### src/rtl/snd_mix_ds.sv
// Serial N-channel audio mixer with master volume, clamp and a 1-bit delta-sigma DAC.
// Define DS_ORDER2_EN to build the 2nd-order modulator instead of the 1st-order one.
`timescale 1ns/1ps
module snd_mix_ds #(
    parameter int CH    = 4,
    parameter int VW    = 8,
    parameter int GW    = 8,
    parameter int DEPTH = 12
) (
    input  logic                clk,
    input  logic                map_rst_n,
    input  logic                smp_stb,
    input  logic [CH*VW-1:0]    ch_vol,
    input  logic [CH*GW-1:0]    ch_gain,
    input  logic [CH-1:0]       ch_mute,
    input  logic [7:0]          master_vol,
    output logic                busy,
    output logic [DEPTH-1:0]    mix_out,
    output logic                mix_vld,
    output logic                clip,
    output logic                ovr,
    output logic                snd
);
    localparam int LG    = (CH > 1) ? $clog2(CH) : 0;
    localparam int IW    = (CH > 1) ? $clog2(CH) : 1;
    localparam int TW    = VW + GW;
    localparam int ACCW  = TW + LG;
    localparam int SHR   = 7 + ACCW - DEPTH;
    localparam int SHIFT = (SHR > 0) ? SHR : 0;
    localparam int PW    = ACCW + 8;
    localparam int MW    = (PW > DEPTH) ? PW : DEPTH + 1;

    typedef enum logic [1:0] {IDLE, ACC, SCALE, DONE} state_t;

    state_t             state, state_nx;
    logic               load, commit, last, pend, stb_q, over;
    logic [IW-1:0]      idx;
    logic [ACCW-1:0]    acc;
    logic [CH*VW-1:0]   vol_q;
    logic [CH*GW-1:0]   gain_q;
    logic [CH-1:0]      mute_q;
    logic [7:0]         master_q;
    logic [VW-1:0]      cur_vol;
    logic [GW-1:0]      cur_gain;
    logic [TW-1:0]      term;
    logic [MW-1:0]      prod, m_full;
    logic [DEPTH-1:0]   mval;

    assign cur_vol  = vol_q[idx*VW +: VW];
    assign cur_gain = gain_q[idx*GW +: GW];
    assign last     = (idx == IW'(CH - 1));

    always_comb begin
        term = '0;
        if (!mute_q[idx])
            term = TW'(cur_vol) * TW'(cur_gain);
    end

    always_comb begin
        prod   = MW'(acc) * MW'(master_q);
        m_full = prod >> SHIFT;
        over   = (m_full > MW'((1 << DEPTH) - 1));
        mval   = over ? '1 : m_full[DEPTH-1:0];
    end

    always_ff @(posedge clk or negedge map_rst_n) begin
        if (!map_rst_n)
            state <= IDLE;
        else
            state <= state_nx;
    end

    // A pending strobe chains straight from DONE into the next accumulation
    always_comb begin
        state_nx = state;
        load     = 1'b0;
        commit   = 1'b0;
        unique case (state)
            IDLE: begin
                if (smp_stb || pend) begin
                    load     = 1'b1;
                    state_nx = ACC;
                end
            end
            ACC: begin
                if (last)
                    state_nx = SCALE;
            end
            SCALE: begin
                commit   = 1'b1;
                state_nx = DONE;
            end
            DONE: begin
                if (pend) begin
                    load     = 1'b1;
                    state_nx = ACC;
                end else begin
                    state_nx = IDLE;
                end
            end
            default: state_nx = IDLE;
        endcase
    end

    assign busy    = (state == ACC) || (state == SCALE);
    assign mix_vld = (state == DONE);
    assign stb_q   = smp_stb && !(state == IDLE && !pend);

    always_ff @(posedge clk or negedge map_rst_n) begin
        if (!map_rst_n) begin
            vol_q    <= '0;
            gain_q   <= '0;
            mute_q   <= '0;
            master_q <= '0;
            acc      <= '0;
            idx      <= '0;
            mix_out  <= '0;
            clip     <= 1'b0;
            ovr      <= 1'b0;
            pend     <= 1'b0;
        end else begin
            if (load) begin
                vol_q    <= ch_vol;
                gain_q   <= ch_gain;
                mute_q   <= ch_mute;
                master_q <= master_vol;
                acc      <= '0;
                idx      <= '0;
            end else if (state == ACC) begin
                acc <= acc + ACCW'(term);
                idx <= idx + IW'(1);
            end
            if (commit) begin
                mix_out <= mval;
                if (over)
                    clip <= 1'b1;
            end
            if (load)
                pend <= stb_q;
            else if (stb_q) begin
                if (pend)
                    ovr <= 1'b1;
                else
                    pend <= 1'b1;
            end
        end
    end

`ifdef DS_ORDER2_EN
    localparam int DW = DEPTH + 4;

    logic signed [DW-1:0] i1, i2, fb, i1_nx, i2_nx;

    always_comb begin
        fb    = snd ? DW'(1 << DEPTH) : '0;
        i1_nx = i1 + $signed({4'b0, mix_out}) - fb;
        i2_nx = i2 + i1_nx - fb;
    end

    always_ff @(posedge clk or negedge map_rst_n) begin
        if (!map_rst_n) begin
            i1  <= '0;
            i2  <= '0;
            snd <= 1'b0;
        end else begin
            i1  <= i1_nx;
            i2  <= i2_nx;
            snd <= !i2_nx[DW-1];
        end
    end
`else
    logic [DEPTH-1:0] dacc;
    logic [DEPTH:0]   dsum;

    assign dsum = {1'b0, dacc} + {1'b0, mix_out};

    always_ff @(posedge clk or negedge map_rst_n) begin
        if (!map_rst_n) begin
            dacc <= '0;
            snd  <= 1'b0;
        end else begin
            dacc <= dsum[DEPTH-1:0];
            snd  <= dsum[DEPTH];
        end
    end
`endif
endmodule

### config.mk
export PLATFORM = sky130hd
export DESIGN_NAME = snd_mix_ds
export DESIGN_NICKNAME = d
export VERILOG_FILES = /design/src/rtl/snd_mix_ds.sv
export SDC_FILE = /design/constraint.sdc
export NUM_CORES = 1
export LEC_CHECK = 0
export CORE_UTILIZATION = 42
export DETAILED_ROUTE_END_ITERATION = 12
export SLEW_MARGIN = 20
export SYNTH_ARGS = -nofsm -noshare
export SYNTH_HDL_FRONTEND = slang
export SYNTH_SLANG_ARGS = --single-unit
### constraint.sdc
create_clock -name clk -period 7.7 [get_ports clk]
set_clock_uncertainty 0.1 [all_clocks]
set_input_delay 1.54 -clock clk [delete_from_list [all_inputs] [get_ports clk]]
set_output_delay 1.54 -clock clk [all_outputs]
set_load 0.05 [all_outputs]
# Word level (Yosys, flattened, before mapping)
# Cells that the tools add are included.
# op_classes
n_addsub	3
n_mul	2
magnitude_cmp	2
eq_ne	6
shift	2
muxes	18
n_bitwise	1
reduce_logical	12
# ops
op	n
$shiftx 32x6->8	2
$mux 18	2
$mul 18x8->26	1
$add 18x16->18	1
$mul 8x8->16	1
$mux 16	1
$add 12x12->13	1
$gt 13x12->1 const B	1
$mux 12	1
$mux 2	4
$pmux 2 s4	1
$mux 1	7
$eq 2x2->1 const B	3
$ne 2x2->1 const B	2
$reduce_and 2->1	2
$reduce_bool 2->1	2
$lt 2x3->1 const B	1
$reduce_and 3->1	1
$add 2x1->2 const B	1
$bmux 1 s2	1
$eq 2x1->1 const B	1
$logic_and 1x1->1	2
$logic_not 1->1	2
$logic_not 2->1	1
3 further kinds	4
# word_totals
ff_bits	126
out_inout_bits	17
elab_cells	59

# Logic depth before layout (Yosys ltp)
# Gate-level depths: netlist of run 1.
# logic_depth
word_depth	6
ltp_mapped	27
mapped_depth_nobuf	25

# Worst setup path before layout of run 1
# Ideal clock, no wire load.
# synth_timing
path_kind	reg2reg
startpoint	register idx[0]
endpoint	register acc[17]
arrival_time_ns	6.280
setup_slack_ns	1.195
path_stages_with_launch	26
period_less_slack_ns	6.505
path_cell_list	dfrtp_1 -> buf_2 -> buf_2 -> mux4_2 -> and2_1 -> fa_1 -> fa_1 -> ha_1 -> inv_1 -> fa_1 -> inv_1 -> ha_1 -> a21o_1 -> a21oi_1 -> o21bai_1 -> a31oi_1 -> o21ai_0 -> o41ai_1 -> xnor2_1 -> nor2b_1 -> ha_1 -> a21o_1 -> a21oi_1 -> o21ai_1 -> nor3b_2 -> mux2_4
# synth_via
elab_chain_len	6
elab_cells_between_ends	9
classes_between	1 x add/sub; 1 x mul; 2 x shift; 5 x mux
# synth_rtl
item	line_no	rtl
from (decl)	37	logic [IW-1:0] idx;
from (signal assigned)	131	idx <= idx + IW'(1);
$shiftx 32x6->8 (tied with other cells)	49	assign cur_vol = vol_q[idx*VW +: VW];
$mul 8x8->16 or $mux 1 (tied branches)	56, 55	
$mux 16 *	55	if (!mute_q[idx])
$add 18x16->18 *	130	acc <= acc + ACCW'(term);
$mux 18 *	129	end else if (state == ACC) begin
$mux 18 *	122	if (load) begin
to (signal assigned)	130	
to (decl)	38	logic [ACCW-1:0] acc;
# Every way passes the cells marked *; elsewhere a longest branch is shown, timed or not. The select of a mux whose other input is x is not followed.
# A chain may end at the register's enable or synchronous reset.

# Worst setup path in the final report of run 1
# layout_timing
startpoint	register idx[1]
endpoint	register acc[17]
# The elaborated chain is that of the path after synthesis.

==> flow_summary.toml, run 1 <==
[worst_setup_path]
crit_path_end_kind = "register"
cp_data_required_time_ns = 7.91
arrival_ns = 7.05
r2r_slack_ns = 0.86
critical_path_class = "reg2reg"
worstPathMaxFanout = 19
cp-start-kind = "register"

[global_routing]
use_met2 = 0.289
grt_util_met1 = 0.267
use_met3 = 0.0237
grt-ovfl-total = 0
grt.busiest_layer = "met2"
antenna_found_initial = 0
grt_max_degree = 74
first_global_vias = 9087
grt_pass1_wl_mm = 45.3
grt_usage = 0.183

[die]
std_cell_rows = 63
core_um2 = 29600
io_pins = 96
dieHeight_um = 175
die_area_um2 = 30700
die_w_um = 175
initial_core_util = 0.426

[clock_tree]
cts_resized = 0
path_clk_slew_ns = 0.07
clock_path_buffers = 2
cts_hold_buf = 0
insertion_delay_ns = 0.43
htreeDepth = 4
cts_tree = "yes"
clock-sinks = 126
cts_made_buffers = 17
post_cts.repair.setup_buffers = 0
cts_root_buffer = "clkbuf_16"

[logic_synthesis]
syn_area_um2 = 12600
netlist_instances = 1226
ys_seq_area_frac = 0.250
synth_common_cells = "inv_1, and2_1, fa_1"
ys_ff_latch = 126
yosys.area.top_type = "dfrtp_1"
yosys.area.top_type_share = 0.250
synth_fp_nets = 1551
synth_top_flop_cell = "dfrtp_1"
yosysMostFrequentCell = "inv_1"
synth-edff-count = 0
ys_top_cells_by_area = "dfrtp_1, fa_1, ha_1, mux2_2, and2_1"
yosysUniqueCellTypes = 62
avgSynthCellArea_um2 = 10.3
async_flop_share = 1.00
ys_warn_count = 0

[place]
place_area_um2 = 13900
io_buffers = 95
post-dp-hpwl_mm = 19.9
routabilityCongestion = 0.784
post-place-ws_ns = 0.899

[sta]
worst-slew-pin-transition_ns = 0.888
slew-limit-headroom = 0.408
rsz0062_at_grt = "false"
finalHoldViolCount = 0
fin_tns_setup_ns = 0
finalSetupViolCount = 0
clock.fmax_mhz = 146
fin_crit_ns = 6.84
setup_ws_ns = 0.860
post-route-period-util = 0.888
drv_slew = 0

[final_layout]
finish.net_count = 1630
area_delta_synth_final_pct = 15.2
multi_input_area_um2 = 8610
drive_above_1_share = 0.114
seq_area_um2 = 3150
antenna_cells = 0
fin_area_um2 = 14500
nFillCells = 2735

[routing]
drc = 0
totalWireLength_mm = 26.1
drtIter0Drc = 369
vias_per_cell = 5.07
num_vias = 8652
first_pass_iters = 5
ant_nets = 0
wl_per_cell_um = 15.3

[status]
status = "finished clean"

[min_path]
hold_class = "reg2reg"

[job]
maxCapViolCount = 0
-- metrics by stage --
step	utilization	hold WS, ns	std cells
floorplan	-	0.343	1226
global placement	0.471	0.353	1676
detailed placement	0.471	0.360	1676
CTS	0.491	0.376	1708
global route	0.491	0.394	1708
finish	0.491	0.370	1708
-- critical path, cell delays in order (launching register included) --
cell      delay [ns]
dfrtp_1         0.89
mux4_2          0.51
and2_1          0.22
fa_1            0.46
fa_1            0.49
ha_1            0.29
inv_1           0.05
fa_1            0.52
inv_1           0.04
ha_1            0.32
a21o_1          0.17
a21oi_1         0.22
o21bai_1        0.12
a31oi_1         0.27
o21ai_0         0.19
o41ai_1         0.33
xnor2_1         0.12
nor2b_1         0.14
ha_1            0.33
a21o_1          0.17
a21oi_1         0.24
o21ai_1         0.09
nor3b_2         0.16
mux2_4          0.30
-- kinds of logic (layout without fill, tap and decap cells) --
family | after synthesis | count (layout) | share of synthesized area
flops | 126 | 126 | 0.250
buf+inv | 219 | 311 | 0.0662
simple gates | 349 | 349 | 0.143
xor+xnor | 48 | 48 | 0.0340
compound gates | 130 | 130 | 0.0716
fa+ha+maj | 246 | 246 | 0.324
mux | 108 | 108 | 0.111
-- per-layer routing --
metal  share of wire  up-vias
met5               0        -
met3           0.023       16
li1                -     4145
met2            0.46      114
met4          0.0093        0
met1            0.50     4377
-- final cells by class --
type,instances,share of cell area
timing repair buffer,101,0.0687
sequential,126,0.217
multi-input combinational,881,0.594
clock buffer,17,0.0293
clock inverter,15,0.0112
inverter,178,0.0461
tap,390,0.0336
-- cells in the final DEF, fill, tap and decap left out, types with 27 or more instances in the layout --
cell | Yosys | final
inv_1 | 178 | 178
a21oi_1 | 34 | 33
and2_1 | 135 | 135
mux2_2 | 76 | 76
nand2_1 | 97 | 97
xnor2_1 | 27 | 27
ha_1 | 113 | 113
nor2_1 | 55 | 55
clkdlybuf4s50_1 | 0 | 94
dfrtp_1 | 126 | 126
fa_1 | 133 | 133
-- state kept, by name, indices dropped and copies added (netlist names), 2 cells and up --
| signal | cells |
|---|---|
| gain_q | 32 |
| acc | 18 |
| state | 2 |
| mute_q | 4 |
| dacc | 12 |
| master_q | 8 |
| vol_q | 32 |
| mix_out | 12 |
| idx | 2 |
-- path summary, 6_finish.rpt --
kind                               startpoint               endpoint  cells after the start
max in group asynchronous           map_rst_n  gain_q[4]$_DFFE_PN0P_                      2
max reg2reg                idx[1]$_DFFE_PN0P_    acc[17]$_DFFE_PN0P_                     23
min                         dacc[0]$_DFF_PN0_      dacc[0]$_DFF_PN0_                      1
min in group asynchronous           map_rst_n   vol_q[6]$_DFFE_PN0P_                      1
max                        idx[1]$_DFFE_PN0P_    acc[17]$_DFFE_PN0P_                     23
min reg2reg                 dacc[0]$_DFF_PN0_      dacc[0]$_DFF_PN0_                      1
Power of run 1 is not shown: default switching activity piles up to over one toggle a cycle in this logic, so the estimate is an artifact.
==> inputs of run 2 (changes only) <==
--- a/config.mk
+++ b/config.mk
@@ -5,8 +5,11 @@
 export SDC_FILE = /design/constraint.sdc
 export NUM_CORES = 1
 export LEC_CHECK = 0
+export CAP_MARGIN = 10
 export CORE_UTILIZATION = 42
 export DETAILED_ROUTE_END_ITERATION = 12
+export PLACE_DENSITY = 0.72
+export REMOVE_ABC_BUFFERS = 1
 export SLEW_MARGIN = 20
 export SYNTH_ARGS = -nofsm -noshare
 export SYNTH_HDL_FRONTEND = slang
==> run 2 against run 1 <==
  * Flip-flop and latch count unchanged
  * Fmax down 1.3%
  * First-iteration DRC count increased by 25%
  * Register-to-register slack got worse by 0.09 ns
  * Critical path type unchanged
==> flow_summary.toml, run 2 (same netlist as run 1, synthesis figures left out) <==
[clock_tree]
insertion_delay_ns = 0.44
path_clk_slew_ns = 0.07
post_cts.repair.setup_buffers = 0
cts_hold_buf = 0
cts_tree = "yes"
cts_resized = 0
cts_root_buffer = "clkbuf_16"
clock-sinks = 126
htreeDepth = 4
cts_made_buffers = 17
clock_path_buffers = 2

[routing]
totalWireLength_mm = 25.8
ant_nets = 0
drc = 0
vias_per_cell = 5.20
drtIter0Drc = 463
num_vias = 8874
wl_per_cell_um = 15.1
first_pass_iters = 5

[worst_setup_path]
worstPathMaxFanout = 13
cp-start-kind = "register"
path_buf_inv = 3
crit_family = "adder cells"
r2r_slack_ns = 0.77
rr_startpoint = "idx[0]$_DFFE_PN0P_"
path_cells = "buf_12 > mux4_2 > and2_1 > fa_1 > fa_1 > ha_1 > inv_1 > fa_1 > inv_1 > ha_1 > a21o_1 > a21oi_1 > o21bai_1 > a31oi_1 > o21ai_0 > o41ai_1 > xnor2_1 > nor2b_1 > ha_1 > a21o_1 > a21oi_1 > o21ai_1 > nor3b_2 > mux2_4"
r2r-end = "acc[17]$_DFFE_PN0P_"
arrival_ns = 7.15
crit_path_end_kind = "register"
cp_slowest_cell = "mux4_2"
cp_data_required_time_ns = 7.91
critical_path_class = "reg2reg"
reg2regPathDepth = 24
slowest_delay_ns = 0.61

[place]
io_buffers = 95
place_area_um2 = 13900
placed_cells = 1674
post-dp-hpwl_mm = 19.4
post-place-ws_ns = 0.871
routabilityCongestion = 0.856

[sta]
post-route-period-util = 0.900
clock.fmax_mhz = 144
fin_tns_setup_ns = 0
slew-limit-headroom = 0.378
worst-slew-pin-transition_ns = 0.933
finalHoldViolCount = 0
drv_slew = 0
setup_ws_ns = 0.769
rsz0062_at_grt = "false"
fin_crit_ns = 6.93
finalSetupViolCount = 0

[final_layout]
reg.largest.list = "gain_q x32, vol_q x32, acc x18"
drive_above_1_share = 0.112
nFillCells = 2648
mostFrequentLayoutCells = "inv_1, and2_1, fa_1"
final_cells = 1706
area_delta_synth_final_pct = 15.4
antenna_cells = 0
finish.net_count = 1628
final_common_cell = "inv_1"
fin_area_um2 = 14500

[die]
initial_core_util = 0.426
die_area_um2 = 30700
core_um2 = 29600
dieHeight_um = 175
io_pins = 96
die_w_um = 175
std_cell_rows = 63

[global_routing]
antenna_found_initial = 0
grt_usage = 0.184
grt-ovfl-total = 0
grt_max_degree = 78
first_global_vias = 9484
grt_pass1_wl_mm = 45.6

[min_path]
min_from = "dacc[0]$_DFF_PN0_"
whs_endpoint = "dacc[0]$_DFF_PN0_"
hold_class = "reg2reg"
hold_depth = 1

[status]
status = "finished clean"

[job]
maxCapViolCount = 0
-- run 2: changes by cell type in the layout (fill, tap and decap cells not counted), sizes merged --
cell and delta:
bufinv +1, clkinvlp -1, buf -2
-- run 2: worst max path at each step --
stage	start	endpoint	slack (ns)	cells past startpoint
after floorplan	smp_stb	acc[15]$_DFFE_PN0P_	0.62	5
after global placement	idx[0]$_DFFE_PN0P_	acc[17]$_DFFE_PN0P_	1.02	24
after detailed placement	idx[0]$_DFFE_PN0P_	acc[17]$_DFFE_PN0P_	0.87	24
after CTS	idx[0]$_DFFE_PN0P_	acc[17]$_DFFE_PN0P_	0.80	24
after global routing	idx[0]$_DFFE_PN0P_	acc[17]$_DFFE_PN0P_	0.36	24
final	idx[0]$_DFFE_PN0P_	acc[17]$_DFFE_PN0P_	0.77	24
-- run 2: worst register-to-register path, stage by stage, from the launching register on --
cell,delay (ns)
dfrtp_1,0.60
buf_12,0.22
mux4_2,0.62
and2_1,0.23
fa_1,0.46
fa_1,0.50
ha_1,0.30
inv_1,0.06
fa_1,0.53
inv_1,0.05
ha_1,0.33
a21o_1,0.17
a21oi_1,0.22
o21bai_1,0.12
a31oi_1,0.27
o21ai_0,0.17
o41ai_1,0.34
xnor2_1,0.12
nor2b_1,0.14
ha_1,0.33
a21o_1,0.18
a21oi_1,0.22
o21ai_1,0.09
nor3b_2,0.16
mux2_4,0.30
-- run 2: final cells by class --
class,instances,area [um^2],share of cell area
tap,390,488,0.0336
clock buffer,17,425,0.0293
inverter,178,668,0.0460
timing repair buffer,99,1000,0.0691
clock inverter,15,171,0.0118
sequential,126,3150,0.217
multi-input combinational,881,8610,0.593
-- run 2: through the flow --
step	utilization	hold slack, ns
floorplan	-	0.343
global placement	0.471	0.353
detailed placement	0.471	0.361
CTS	0.491	0.375
global route	0.491	0.389
finish	0.491	0.371
-- run 2: routing by layer --
layer | share of wire | routed length [um] | vias to the layer above | track usage
li1 | - | - | 4132 | -
met1 | 0.45 | 11600 | 4539 | 0.249
met2 | 0.50 | 12800 | 160 | 0.302
met3 | 0.035 | 906 | 43 | 0.0292
met4 | 0.018 | 475 | 0 | 0.0591
met5 | 0 | 0 | - | 0
Power of run 2 is left out for the same reason.
==> inputs of run 3 (changes only) <==
--- a/config.mk
+++ b/config.mk
@@ -10,6 +10,7 @@
 export DETAILED_ROUTE_END_ITERATION = 12
 export PLACE_DENSITY = 0.72
 export REMOVE_ABC_BUFFERS = 1
+export SKIP_CTS_REPAIR_TIMING = 1
 export SLEW_MARGIN = 20
 export SYNTH_ARGS = -nofsm -noshare
 export SYNTH_HDL_FRONTEND = slang
==> results of run 3 <==
No change in the layout: final DEF, timing and power equal those of run 2.
Power of run 3 is left out for the same reason.
